===== config.mk =====
export PLATFORM = sky130hd
export DESIGN_NAME = lifo_stack
export DESIGN_NICKNAME = d
export VERILOG_FILES = /design/src/rtl/lifo_stack_pkg.sv /design/src/rtl/lifo_stack_ram.sv /design/src/rtl/lifo_stack.sv
export SDC_FILE = /design/constraint.sdc
export NUM_CORES = 1
export LEC_CHECK = 0
export CORE_MARGIN = 2
export CORE_UTILIZATION = 37
export DETAILED_ROUTE_END_ITERATION = 12
export HOLD_SLACK_MARGIN = 0.06
export PLACE_DENSITY = 0.61
export SYNTH_ARGS = -nofsm -noshare
export SYNTH_HDL_FRONTEND = slang
export SYNTH_HIERARCHICAL = 1
export SYNTH_SLANG_ARGS = --single-unit

===== constraint.sdc =====
create_clock -name Clk -period 6 [get_ports Clk]
set_input_delay 1.8 -clock Clk [delete_from_list [all_inputs] [get_ports Clk]]
set_output_delay 1.8 -clock Clk [all_outputs]
set_load 0.005 [all_outputs]

===== src/rtl/lifo_stack_pkg.sv =====
// Shared definitions for the lifo_stack family: default sizes, a constant
// log2 helper for deriving widths, and the per-cycle operation decode.
package lifo_stack_pkg;

   localparam int DEF_DATA_W = 8;
   localparam int DEF_DEPTH  = 8;

   // Smallest r such that 2**r >= value; usable in parameter expressions.
   function automatic int clog2(input int value);
      int r;
      r = 0;
      while ((1 << r) < value) r++;
      return r;
   endfunction

   // Encoding matches {Push, Pop} so the request pair casts directly.
   typedef enum logic [1:0] {
      OP_IDLE = 2'b00,
      OP_POP  = 2'b01,
      OP_PUSH = 2'b10,
      OP_SWAP = 2'b11
   } stack_op_t;

endpackage


===== src/rtl/lifo_stack_ram.sv =====
// Stack storage: one synchronous write port, one asynchronous read port,
// so it maps onto distributed RAM.
module lifo_stack_ram
   import lifo_stack_pkg::*;
#(
   parameter int DATA_W = DEF_DATA_W,
   parameter int DEPTH  = DEF_DEPTH,
   parameter int ADDR_W = clog2(DEF_DEPTH)
) (
   input  logic              Clk,
   input  logic              we,
   input  logic [ADDR_W-1:0] waddr,
   input  logic [DATA_W-1:0] wdata,
   input  logic [ADDR_W-1:0] raddr,
   output logic [DATA_W-1:0] rdata
);

   logic [DATA_W-1:0] mem [DEPTH];

   // Write port: contents are never cleared, only overwritten.
   always_ff @(posedge Clk) begin
      if (we) mem[waddr] <= wdata;
   end

   assign rdata = mem[raddr];

endmodule


===== src/rtl/lifo_stack.sv =====
// Parametrised LIFO with same-cycle push+pop (replace top / bypass when
// empty), combinational peek, occupancy flags and sticky error flags.
module lifo_stack
   import lifo_stack_pkg::*;
#(
   parameter int DATA_W    = DEF_DATA_W,
   parameter int DEPTH     = DEF_DEPTH,
   parameter int AFULL_LVL = DEPTH - 1,
   parameter int CNT_W     = clog2(DEPTH + 1)
) (
   input  logic              Clk,
   input  logic              Reset,
   input  logic [DATA_W-1:0] DataIn,
   input  logic              Push,
   input  logic              Pop,
   input  logic              ClrErr,
   output logic [DATA_W-1:0] DataOut,
   output logic              DataValid,
   output logic [DATA_W-1:0] Top,
   output logic [CNT_W-1:0]  Count,
   output logic              Full,
   output logic              Empty,
   output logic              AlmostFull,
   output logic              Overflow,
   output logic              Underflow
);

   localparam int ADDR_W = clog2(DEPTH);
   localparam logic [CNT_W-1:0] CNT_ONE   = CNT_W'(1);
   localparam logic [CNT_W-1:0] CNT_DEPTH = CNT_W'(DEPTH);
   localparam logic [CNT_W-1:0] CNT_AFULL = CNT_W'(AFULL_LVL);

   logic [CNT_W-1:0]  count_reg;
   logic [DATA_W-1:0] data_out_reg;
   logic              valid_reg;
   logic              ovf_reg;
   logic              unf_reg;

   stack_op_t         op;
   logic              full;
   logic              empty;
   logic [ADDR_W-1:0] top_addr;
   logic [ADDR_W-1:0] push_addr;
   logic [DATA_W-1:0] top_data;
   logic              ram_we;
   logic [ADDR_W-1:0] ram_waddr;

   assign op        = stack_op_t'({Push, Pop});
   assign full      = (count_reg == CNT_DEPTH);
   assign empty     = (count_reg == '0);
   // When empty top_addr wraps, but its data is masked off below.
   assign top_addr  = ADDR_W'(count_reg - CNT_ONE);
   assign push_addr = ADDR_W'(count_reg);

   lifo_stack_ram #(
      .DATA_W (DATA_W),
      .DEPTH  (DEPTH),
      .ADDR_W (ADDR_W)
   ) u_ram (
      .Clk   (Clk),
      .we    (ram_we),
      .waddr (ram_waddr),
      .wdata (DataIn),
      .raddr (top_addr),
      .rdata (top_data)
   );

   // Write decode: push appends, push+pop replaces the current top in place.
   always_comb begin
      ram_we    = 1'b0;
      ram_waddr = push_addr;
      case (op)
         OP_PUSH: ram_we = !full;
         OP_SWAP: begin
            ram_we    = !empty;
            ram_waddr = top_addr;
         end
         default: ;
      endcase
      if (Reset) ram_we = 1'b0;
   end

   // Occupancy, output register, strobe and sticky flags.
   always_ff @(posedge Clk) begin
      if (Reset) begin
         count_reg    <= '0;
         data_out_reg <= '0;
         valid_reg    <= 1'b0;
         ovf_reg      <= 1'b0;
         unf_reg      <= 1'b0;
      end else begin
         valid_reg <= 1'b0;
         // A new error later in this block overrides the clear.
         if (ClrErr) begin
            ovf_reg <= 1'b0;
            unf_reg <= 1'b0;
         end
         case (op)
            OP_PUSH: begin
               if (full) ovf_reg   <= 1'b1;
               else      count_reg <= count_reg + CNT_ONE;
            end
            OP_POP: begin
               if (empty) begin
                  unf_reg <= 1'b1;
               end else begin
                  data_out_reg <= top_data;
                  valid_reg    <= 1'b1;
                  count_reg    <= count_reg - CNT_ONE;
               end
            end
            OP_SWAP: begin
               data_out_reg <= empty ? DataIn : top_data;
               valid_reg    <= 1'b1;
            end
            default: ;
         endcase
      end
   end

   assign DataOut    = data_out_reg;
   assign DataValid  = valid_reg;
   assign Top        = empty ? '0 : top_data;
   assign Count      = count_reg;
   assign Full       = full;
   assign Empty      = empty;
   assign AlmostFull = (count_reg >= CNT_AFULL);
   assign Overflow   = ovf_reg;
   assign Underflow  = unf_reg;

endmodule

==> reports/results.ini <==
[run]
max_cap_viol_count=0

[global_routing]
gr-total-overflow=0
grt_max_degree=22
grt_pass1_wl_um=10400
gr-usage-all-layers=0.144
antenna_found_initial=0
first_global_vias=1933

[clock_network]
h-tree-depth=3
clock-root-buffer=clkbuf_8
tritoncts=built
hold_buffers=0
cts_setup_buffers=0
clockBufferDepth=2
numCtsBuffers=9
clock_sinks=79
ctsResizeCount=0
clk_pin_slew_ps=80
clk_latency_ps=360

[sta]
fin_crit_sh=0.818
finalHoldViolCount=0
fmax_mhz=204
rsz0062_at_grt=no
hold_ws_ps=457
fin_worst_skew_ps=12.4
final-setup-viol-count=0
slew_violations=0
worstMarginPinSlew_ps=981
worst_slack_ps=1090
fin_tns_setup_ps=0
final.min_clock_period_ps=4910
slew_headroom=0.344

[place]
place_hpwl_um=4420
place_congestion=0.740
portBuffers=38
pre_cts_ws_ps=1420

[floorplan]
die_area_sq_um=10100
die_y_um=100
num_rows=35
start_util=0.377
die_x_um=100
io-pin-count=39
core-area_sq_um=9110

[power_and_ir_drop]
p_int_uw=967
irDropWorstVdd_v=0.0000968
swShare=0.275
p_leak_nw=1.40
p_clk_frac=0.269
switching_power_uw=367
seqPwrFrac=0.472
p_per_area_nw_per_um2=326
pwr-share-comb=0.259

[worst_setup_path]
timing.rr.end=u_ram/mem[4][7]$_DFFE_PP_
worst-path-max-fanout=18
cp_slowest_stage_delay_ps=450
worst_setup_path_start_kind=flop
path_class=flop to output pin
rr_worst_depth=9
ff2ff_setup_slack_ps=2770
cp.arrival_ps=3110
end_kind=output pin
rr_startpoint=Count[0]$_SDFFE_PP0P_
crit_path_cell_trace=inv_1 > buf_4 > ha_1 > xor2_1 > buf_4 > mux4_1 > mux2_2 > and2_1 > clkdlybuf4s50_1
cpMostUsedCell=buf_4
crit_path_top_delay_cell=clkdlybuf4s50_1
required_ps=4200

[drt]
vias_per_cell=5.14
firstDrtPassIters=4
drc_errors=0
vias=1912
wl_um=6560
avgRoutedWirePerCell_um=17.6
final_antenna_net_count=0
drt_iter0_markers=58

[synth]
synth_compound_area_frac=0.0587
synth_edf_count=64
yosys.area.top_type=edfxtp_1
async_reset_ff_frac=0
synth_warnings=6
ys_ff_latch=79
synth-simple-area-share=0.0864
ys_types=42
synth_top_family_by_area=multiplexers
synthMuxAreaShare=0.154
synthAdderAreaFrac=0.00729
synth_flop_cell=edfxtp_1
ys_seq_area_frac=0.647
syn_inst=213
synth_area_sq_um=3430
synth_nets=228
synth.area.top_cells=edfxtp_1, mux4_1, dfxtp_1, mux2_2, nor2_1
avgSynthCellArea_sq_um=16.1
yosys.area.top_type_share=0.560
synth_xor_xnor_area_share=0.0153

[status]
outcome=complete, no violations

[layout]
most-common-layout-cells=edfxtp_1, clkdlybuf4s50_1, dfxtp_1, mux4_1, nor2_1
drive_above_1_share=0.134
multi_input_comb_area_sq_um=1100
areaGrowthSynthToFinish_pct=19.1
nNetsFinal=271
fillers=832
seqCellArea_sq_um=2220
final_common_cell=edfxtp_1
diodes=0
final_util=0.449

[worst_hold_path]
min_to=DataOut[7]$_SDFFE_PP0P_
hold_depth=2
hp-class=flop to flop
min_from=DataOut[7]$_SDFFE_PP0P_

-- through the flow --
step	total power, mW	std cells	instance area, sq um
after detailed placement	0.992	356	3910
after CTS	1.36	372	4090
final	1.33	372	4090
after floorplan	0.862	213	3430
after global routing	1.40	372	4090
after global placement	0.990	356	3910
-- routing by layer --
metal  part of all wire  vias to the layer above  GRT usage  wire length, um
met5                  0                        -          0                0
li1                   -                      914          -                -
met3              0.042                       11     0.0258              273
met1               0.44                      934      0.182             2900
met2               0.49                       53      0.236             3220
met4              0.025                        0     0.0790              166
-- state kept, by name, summed over array words and instances, names as in the netlist --
| signal | flops |
|---|---|
| u_ram/mem | 64 |
| DataOut | 8 |
| Count | 4 |
| DataValid | 1 |
| Overflow | 1 |
| Underflow | 1 |
-- cell usage after synthesis (2+ instances only) --
library cell	count
a21oi_1	10
o211ai_1	5
nor3_1	2
clkbuf_1	3
nor2b_1	4
o2bb2ai_1	2
and2_1	8
edfxtp_1	64
nand2b_1	4
buf_6	3
nor2_1	14
ha_1	2
nand2_1	9
buf_2	2
mux4_1	15
mux2_2	9
inv_1	6
xnor2_1	4
dfxtp_1	15
o22ai_1	3
or3_1	6
o21ai_0	2
xor2_1	2
-- worst max-delay path: cells and delay by family (launching register included) --
family / cells / cell delay [ps]
buffers and inverters: 4 / 1080
multiplexers: 2 / 640
flip-flops: 1 / 370
adder cells (fa/ha/maj): 1 / 320
XOR/XNOR: 1 / 170
AND/OR/NAND/NOR: 1 / 150
-- cell families after synthesis --
family	Yosys count
AOI/OAI and AO/OA	28
xor gates and xnor gates	6
adders and majority gates	2
buffers and inverters	17
DFF	79
muxes	26
and+or+nand+nor	55
-- worst max-delay path by stage --
stage	start	slack, ps	depth (start not counted)	end
floorplan	Count[0]$_SDFFE_PP0P_	2140	8	Top[0]
global placement	Count[0]$_SDFFE_PP0P_	1430	9	Top[3]
detailed placement	Count[0]$_SDFFE_PP0P_	1420	9	Top[3]
CTS	Count[0]$_SDFFE_PP0P_	1020	9	Top[3]
global route	Count[0]$_SDFFE_PP0P_	890	9	Top[3]
finish	Count[0]$_SDFFE_PP0P_	1090	9	Top[3]
-- area by class of cell --
type                       count  share of cell area
clock inverter                 5              0.0101
inverter                       6             0.00551
multi-input combinational    117               0.270
timing repair buffer          43               0.102
sequential                    79               0.544
clock buffer                  11              0.0346
tap                          111              0.0340
-- power by group through the flow --
stage                     Combinational [mW]  Clock, mW  Sequential [mW]
after floorplan                        0.223          0            0.640
after detailed placement               0.350          0            0.642
after CTS                              0.352      0.375            0.629
after global placement                 0.349          0            0.641
after global routing                   0.375      0.397            0.633
final                                  0.346      0.359            0.629
Power figures use the tool's default switching activity.
